**src/rtl/mipi_packet_parser.sv**
```systemverilog
// -----------------------------------------------------------------------------
// mipi_packet_parser
//
// Front end of the CSI-2 receive path. Takes the merged two-lane 16-bit word
// stream, decodes the 4-byte packet header (DI, WC, ECC), checks the header
// ECC, and then does one of the following:
//    - forwards the payload of pixel long packets as raw_data/raw_vld
//    - silently skips other long packets
//    - turns Frame Start / Frame End short packets into single-cycle pulses
// Only one packet is parsed per burst. Any words that follow the packet in the
// same burst are discarded.
//
// Ports
//    clk          single clock
//    resetn       asynchronous, active-low reset
//    word_vld     input word valid, contiguous for the length of a burst
//    word_data    [7:0] lane0 (earlier) byte, [15:8] lane1 byte
//    raw_vld      payload word valid (registered, 1-cycle latency)
//    raw_data     payload word; holds its last value when raw_vld is low
//    raw_vsync    pulse on accepted Frame Start
//    frame_end    pulse on accepted Frame End
//    packet_done  pulse at the end of every accepted packet
//    hdr_err      pulse when a header is rejected (ECC or illegal pixel WC)
//    pkt_abort    pulse when a burst ends in the middle of a packet
// -----------------------------------------------------------------------------
module mipi_packet_parser #(
   parameter logic [5:0]  PIXEL_DT = 6'h2A,
   parameter logic [1:0]  VC       = 2'd0,
   parameter logic [15:0] MAX_WC   = 16'd8192
) (
   input  logic        clk,
   input  logic        resetn,
   input  logic        word_vld,
   input  logic [15:0] word_data,
   output logic        raw_vld,
   output logic [15:0] raw_data,
   output logic        raw_vsync,
   output logic        frame_end,
   output logic        packet_done,
   output logic        hdr_err,
   output logic        pkt_abort
);

   typedef enum logic [2:0] {
      S_IDLE,
      S_HDR,
      S_PAYLOAD,
      S_SKIP,
      S_CRC,
      S_DROP
   } state_t;

   state_t      state_q,       state_d;
   logic [7:0]  di_q,          di_d;
   logic [7:0]  wc_lsb_q,      wc_lsb_d;
   logic [14:0] remain_q,      remain_d;
   logic        raw_vld_q,     raw_vld_d;
   logic [15:0] raw_data_q,    raw_data_d;
   logic        raw_vsync_q,   raw_vsync_d;
   logic        frame_end_q,   frame_end_d;
   logic        packet_done_q, packet_done_d;
   logic        hdr_err_q,     hdr_err_d;
   logic        pkt_abort_q,   pkt_abort_d;

   // CSI-2 header ECC: each parity bit is the XOR of a fixed subset of the
   // 24 header bits {WC MSB, WC LSB, DI}.
   function automatic logic [5:0] calc_ecc(input logic [23:0] d);
      logic [5:0] p;
      p[0] = ^(d & 24'hF12CB7);
      p[1] = ^(d & 24'hF2555B);
      p[2] = ^(d & 24'h749A6D);
      p[3] = ^(d & 24'hB8E38E);
      p[4] = ^(d & 24'hDF03F0);
      p[5] = ^(d & 24'hEFFC00);
      return p;
   endfunction

   // Header fields as they look while W1 is on the input.
   logic [15:0] hdr_wc;
   logic [7:0]  hdr_ecc;
   logic [5:0]  hdr_dt;
   logic        hdr_ecc_ok;
   logic        hdr_wc_bad;

   assign hdr_wc     = {word_data[7:0], wc_lsb_q};
   assign hdr_ecc    = word_data[15:8];
   assign hdr_dt     = di_q[5:0];
   assign hdr_ecc_ok = (hdr_ecc == {2'b00, calc_ecc({hdr_wc, di_q})});
   assign hdr_wc_bad = hdr_wc[0] || (hdr_wc == 16'd0) || (hdr_wc > MAX_WC);

   // Next-state and next-output logic. Pulses default low every cycle;
   // raw_data defaults to its old value so it holds between payload words.
   always_comb begin
      state_d       = state_q;
      di_d          = di_q;
      wc_lsb_d      = wc_lsb_q;
      remain_d      = remain_q;
      raw_vld_d     = 1'b0;
      raw_data_d    = raw_data_q;
      raw_vsync_d   = 1'b0;
      frame_end_d   = 1'b0;
      packet_done_d = 1'b0;
      hdr_err_d     = 1'b0;
      pkt_abort_d   = 1'b0;

      case (state_q)
         S_IDLE: begin
            if (word_vld) begin
               di_d     = word_data[7:0];
               wc_lsb_d = word_data[15:8];
               state_d  = S_HDR;
            end
         end

         S_HDR: begin
            if (!word_vld) begin
               pkt_abort_d = 1'b1;
               state_d     = S_IDLE;
            end else if (!hdr_ecc_ok) begin
               hdr_err_d = 1'b1;
               state_d   = S_DROP;
            end else if (di_q[7:6] != VC) begin
               state_d = S_DROP;
            end else if (hdr_dt < 6'h10) begin
               raw_vsync_d   = (hdr_dt == 6'h00);
               frame_end_d   = (hdr_dt == 6'h01);
               packet_done_d = 1'b1;
               state_d       = S_DROP;
            end else if (hdr_dt == PIXEL_DT) begin
               if (hdr_wc_bad) begin
                  hdr_err_d = 1'b1;
                  state_d   = S_DROP;
               end else begin
                  remain_d = hdr_wc[15:1];
                  state_d  = S_PAYLOAD;
               end
            end else begin
               remain_d = hdr_wc[15:1];
               state_d  = S_SKIP;
            end
         end

         // Skipped packets count exactly like pixel packets but never drive
         // raw_vld. The <= 1 compare also covers a skipped WC below 2, which
         // would otherwise start the count at zero.
         S_PAYLOAD, S_SKIP: begin
            if (!word_vld) begin
               pkt_abort_d = 1'b1;
               state_d     = S_IDLE;
            end else begin
               if (state_q == S_PAYLOAD) begin
                  raw_vld_d  = 1'b1;
                  raw_data_d = word_data;
               end
               remain_d = remain_q - 15'd1;
               if (remain_q <= 15'd1) begin
                  state_d = S_CRC;
               end
            end
         end

         // Packet CRC is consumed but not checked.
         S_CRC: begin
            if (!word_vld) begin
               pkt_abort_d = 1'b1;
               state_d     = S_IDLE;
            end else begin
               packet_done_d = 1'b1;
               state_d       = S_DROP;
            end
         end

         S_DROP: begin
            if (!word_vld) begin
               state_d = S_IDLE;
            end
         end

         default: begin
            state_d = S_IDLE;
         end
      endcase
   end

   // State and registered outputs. The asynchronous reset discards any
   // partial packet without emitting pulses.
   always_ff @(posedge clk or negedge resetn) begin
      if (!resetn) begin
         state_q       <= S_IDLE;
         di_q          <= 8'd0;
         wc_lsb_q      <= 8'd0;
         remain_q      <= 15'd0;
         raw_vld_q     <= 1'b0;
         raw_data_q    <= 16'd0;
         raw_vsync_q   <= 1'b0;
         frame_end_q   <= 1'b0;
         packet_done_q <= 1'b0;
         hdr_err_q     <= 1'b0;
         pkt_abort_q   <= 1'b0;
      end else begin
         state_q       <= state_d;
         di_q          <= di_d;
         wc_lsb_q      <= wc_lsb_d;
         remain_q      <= remain_d;
         raw_vld_q     <= raw_vld_d;
         raw_data_q    <= raw_data_d;
         raw_vsync_q   <= raw_vsync_d;
         frame_end_q   <= frame_end_d;
         packet_done_q <= packet_done_d;
         hdr_err_q     <= hdr_err_d;
         pkt_abort_q   <= pkt_abort_d;
      end
   end

   assign raw_vld     = raw_vld_q;
   assign raw_data    = raw_data_q;
   assign raw_vsync   = raw_vsync_q;
   assign frame_end   = frame_end_q;
   assign packet_done = packet_done_q;
   assign hdr_err     = hdr_err_q;
   assign pkt_abort   = pkt_abort_q;

endmodule
```
**config.mk**
```make
export PLATFORM = sky130hd
export DESIGN_NAME = mipi_packet_parser
export DESIGN_NICKNAME = d
export VERILOG_FILES = /design/src/rtl/mipi_packet_parser.sv
export SDC_FILE = /design/constraint.sdc
export NUM_CORES = 1
export LEC_CHECK = 0
export BUFFER_PORTS_ARGS = -buffer_cell sky130_fd_sc_hd__buf_2
export CORE_ASPECT_RATIO = 0.7
export CORE_MARGIN = 4
export CORE_UTILIZATION = 35
export DETAILED_ROUTE_END_ITERATION = 16
export GPL_TIMING_DRIVEN = 0
export PLACE_DENSITY = 0.62
export SETUP_SLACK_MARGIN = 0.2
export SLEW_MARGIN = 30
export SYNTH_ARGS = -nofsm -noshare
export SYNTH_HDL_FRONTEND = slang
export SYNTH_SLANG_ARGS = --single-unit
```
**constraint.sdc**
```tcl
create_clock -name clk -period 2.6 [get_ports clk]
set_clock_uncertainty 0.05 [all_clocks]
set_input_delay 0.39 -clock clk [delete_from_list [all_inputs] [get_ports clk]]
set_output_delay 0.39 -clock clk [all_outputs]
set_load 0.05 [all_outputs]
```
# Word level (Yosys, flattened, before mapping)
# Index checks and enable logic that the tools add are counted.
# W data, S select, Z words.
# classes
shift	0
reduce_logical	19
magnitude_cmp	3
multipliers	0
n_bitwise	0
mux	48
add_sub_neg	1
div_mod_pow	0
n_eq_ne	17
# ops
op	n
$reduce_xor A24 Y1	6
$mux W15	7
$mux W3	11
$pmux W15 S2	1
$mux W1	27
$gt A16 B14 Y1 const B	1
$logic_not A16 Y1	1
$le A15 B1 Y1 const B	1
$pmux W3 S5	1
$sub A15 B1 Y15 const B	1
$ne A2 B2 Y1 const B	7
$eq A8 B6 Y1	1
$reduce_and A7 Y1	1
$eq A3 B2 Y1 const B	2
$eq A3 B3 Y1 const B	2
$eq A6 B1 Y1 const B	1
$eq A6 B6 Y1 const B	1
$logic_not A6 Y1	1
$lt A6 B5 Y1 const B	1
$ne A3 B3 Y1 const B	2
$reduce_and A3 Y1	2
$reduce_bool A2 Y1	2
$reduce_or A4 Y1	1
$eq A3 B1 Y1 const B	1
5 further kinds	6
# totals
inputBits	19
mem_bits_ro	0
n_memories	0
mem_bits_rw	0
regBits	56
latch_bits	0
wordCells	99
output_inout_bits	22

# Logic depth before layout (Yosys ltp)
# depth
word_depth	10
depth_mapped	10
mapped_depth_nobuf	8

# Worst setup path before layout
# Ideal clock, no wire load.
# synth_timing
path_type	input to register
start	in word_data[6]
end	reg remain_q[5]
cell_stages	8
setup_slack_ps	-120
t_arrival_ps	2544
setup_ps	126
path_cell_list	inv_1 -> ha_1 -> xor3_2 -> xnor3_1 -> nor3_2 -> nand4_1 -> or4b_1 -> a221o_1
# synth_between
elab_chain_cells	5
# synth_lines
element	line	rtl
start: declaration	34	input logic [15:0] word_data,
branches (longest 4 deep; another with $gt A16 B14 Y1)	n/a	
$reduce_and A7 Y1 (no line) (*)	n/a	
end signal: assignment	204	remain_q <= remain_d;
end: declaration	56	logic [14:0] remain_q, remain_d;
# Every way passes the cells marked *.
# A chain may end at the register's enable or synchronous reset.

# Worst setup path after layout
# layout_timing
start	reg wc_lsb_q[1]
end	reg remain_q[12]
# layout_between
elab_chain_cells	5
# layout_lines
element	line	rtl
start: declaration	55	logic [7:0] wc_lsb_q, wc_lsb_d;
start signal: assignment	203	wc_lsb_q <= wc_lsb_d;
branches (longest 4 deep; another with $gt A16 B14 Y1)	n/a	
$reduce_and A7 Y1 (no line) (*)	n/a	
# Marked as above.

==> summary.txt <==
Placed design
  – RD Place Congestion: between 0.9 and 1
  – DP Cell Count: 543
  – Pre-CTS WS: -445.1 ps
  – Post-DP Area: 0.003964 mm2
  – Port bufs: 40
  – DP HPWL: 7308 um

STA
  – WHS: around 90 ps
  – Final setup fails: 17
  – Slew Limit Fails: 0
  – Fmax: 359.8 MHz
  – Fin crit share: 1.069
  – Worst slew pin tran: 719.7 ps
  – Worst setup margin: -179.2 ps
  – Min Tclk post-route: 2779 ps
  – Fin Setup TNS: -1990 ps
  – RSZ-0062 raised after global routing: true
  – Max_slew headroom: 0.5202
  – Final Hold Vio Count: 0

CTS
  – CTS tree: yes
  – Cts bufs inserted: 5
  – H-Tree Level Count: 2
  – Clk_lat worst skew: 300 ps
  – Clock sinks: 56
  – Clock transition at path regs: 70 ps
  – Root cell of the clock tree: clkbuf_16
  – CTS max path bufs: 2

Layout
  – Area Overhead vs Synth: 31.90%
  – Antenna diode count: 0
  – Non-Filler Instances: 584
  – Fillers: a little under 900
  – Fin area: ~0.0047 mm2
  – Multi-input gate area: 0.002286 mm2
  – Utilization after layout: 0.4808
  – FF+latch area: 0.001403 mm2
  – Layout cells sized above 1: 0.3443
  – Final #Nets: 494

Floorplan
  – # rows: 30
  – Die height: 92.67 um
  – I/O pin cnt: a little over 40
  – Starting Density: 0.3645
  – Die width: between 100 and 150 um
  – DIE AREA: 0.01195 mm2
  – Core area: between 0.009 and 0.01 mm2

Drt
  – ANT nets after route: 0
  – Routed length per instance: ~19 um
  – Remaining DRCs: 0
  – Final wirelength: roughly 11,000 um
  – Initial DRC Count: ~300
  – Vias: 3,211
  – 1st-pass router iterations: 6
  – DR vias/cell: 5.498

Setup path
  – Reg2Reg Setup Slack: -180 ps
  – Critical Path RT: 2750 ps
  – Worst setup EP type: flip-flop
  – Worst r2r dst: remain_q[12]
  – Crit path kind: reg2reg
  – CP Data Arrival Time: 2930 ps
  – Crit start category: flip-flop
  – RR Startpoint: wc_lsb_q[1]
  – R2r worst-path depth: 11
  – CP Max Fanout: 5

GRT
  – Largest net degree at the start of global routing: 57
  – GRT Overall Usage: 0.1819
  – Vias in the first global route: between 3,000 and 4,000
  – First-pass GRT wire length: 16,790 um
  – Remaining Overflow, GRT: 0
  – Antenna violations before repair: 0

Synth
  – Yosys warns: 0
  – Ys async rst share: 1.000
  – Top FF cell, synth: dfrtp_1
  – Synth Cell Area: approximately 0.0036 mm2
  – Syn_area_per_cell: 9.559 um2
  – Sequential area share after synthesis: 0.3909
  – Net Count, Synth: 414
  – Synth unique cells: 53
  – Synth Register Bits: 56
  – Post-synth EDFFs: 0
  – Cells after Synth: 375

Hold path
  – Hold crit path type: in2async

Run
  – Max-cap violations: 0

Power
  – Overall Power: 6.821 mW
  – Worst IR Drop VDD: around 0.76 mV
  – Leakage power figure: 2.151 nW
  – Cell area power density: 1443 mW/mm2

Outcome
  – Failing checks: negative setup slack
  – Outcome: finished with violations
==> cell usage after synthesis, types with 2 or more instances <==
cell / count / area, um2
a21boi_0: 2 / 15.01
a21oi_1: 11 / 55.05
a22oi_1: 2 / 15.01
and2_1: 4 / 25.02
buf_2: 2 / 10.01
clkbuf_1: 13 / 48.80
dfrtp_1: 56 / 1401
ha_1: 20 / 250.2
inv_1: 31 / 116.4
mux2_2: 16 / 180.2
mux2i_1: 2 / 20.02
nand2_1: 35 / 131.4
nand3_1: 9 / 45.04
nand4_1: 6 / 37.54
nor2_1: 23 / 86.33
nor2b_1: 6 / 37.54
nor3_1: 9 / 45.04
nor4_1: 12 / 75.07
nor4b_1: 3 / 26.28
o211ai_1: 2 / 15.01
o21a_1: 4 / 30.03
o21ai_0: 28 / 140.1
o22ai_1: 8 / 50.05
o31ai_1: 5 / 37.54
o41ai_1: 2 / 17.52
or3_1: 5 / 31.28
xnor2_1: 24 / 210.2
xnor3_1: 8 / 180.2
xor2_1: 3 / 26.28
==> kinds of logic (layout without fill, tap and decap cells) <==
| family | count (synthesis) | count (layout) | share of synthesized area |
|---|---|---|---|
| xor+xnor | 37 | 37 | 0.1277 |
| buf+inv | 48 | 129 | 0.05305 |
| flops | 56 | 56 | 0.3909 |
| simple gates | 120 | 120 | 0.1675 |
| mux | 18 | 18 | 0.05585 |
| fa+ha+maj | 20 | 20 | 0.06981 |
| compound gates | 76 | 76 | 0.1351 |
==> layout by cell type, fill, tap and decap left out, types with 13 or more instances in the layout <==
| master | synthesis | final |
|---|---|---|
| mux2_2 | 16 | 16 |
| o21ai_0 | 28 | 27 |
| inv_1 | 31 | 19 |
| xnor2_1 | 24 | 20 |
| buf_4 | 0 | 33 |
| ha_1 | 20 | 13 |
| nor2_1 | 23 | 21 |
| dfrtp_1 | 56 | 55 |
| nand2_1 | 35 | 34 |
| buf_2 | 2 | 35 |
==> sequential cells by signal (all words and copies together), names as in the netlist <==
signal and count:
remain_q 15, raw_vld 1, packet_done 1, wc_lsb_q 8
hdr_err 1, state_q 3, pkt_abort 1, di_q 8
raw_data 16, frame_end 1, raw_vsync 1
==> critical path, cell delays in order (launching register included) <==
cell and delay, ps:
dfrtp_1 410, inv_2 70, ha_4 250, xnor2_2 170, xnor3_2 480, xnor2_2 130
nand4_1 160, buf_4 190, buf_6 130, o31a_1 300, buf_6 160, o21a_1 160
==> how the worst max path moves through the flow <==
stage	slack, ps	from	end
floorplan	-20	wc_lsb_q[7]	remain_q[12]
global placement	-390	wc_lsb_q[2]	remain_q[7]
detailed placement	-450	wc_lsb_q[2]	remain_q[4]
CTS	-140	word_data[6]	remain_q[5]
global route	-230	wc_lsb_q[0]	remain_q[12]
finish	-180	wc_lsb_q[1]	remain_q[12]
==> area by class of cell <==
cell class | instances | share of cell area
buffer | 17 | 0.02382
clock buffer | 6 | 0.02937
clock inverter | 2 | 0.003175
sequential | 56 | 0.2966
multi-input combinational | 271 | 0.4835
tap | 128 | 0.03387
inverter | 31 | 0.02567
timing repair buffer | 73 | 0.1040
==> where the power goes <==
group	total [mW]	leakage (nW)	switching, mW	internal [mW]
Clock	0.713	0.0691	0.329	0.384
Combinational	4.82	1.34	2.43	2.39
Sequential	1.28	0.745	0.201	1.08
==> repair_timing <==
item,CTS,global route
gates cloned,1,1
buffers inserted,18,13
setup endpoints to repair,31,30
resized for setup,54,25
pin swaps,15,14
hold buffers,0,0
==> layer usage <==
layer | part of all wire | track usage | up-vias
met2 | 0.41 | 0.2509 | 138
met3 | 0.088 | 0.04899 | 19
met4 | 0.017 | 0.04808 | 0
li1 | - | - | 1485
met1 | 0.48 | 0.2767 | 1569
met5 | 0 | 0 | -
No activity file was read; power rests on OpenSTA's default activity.
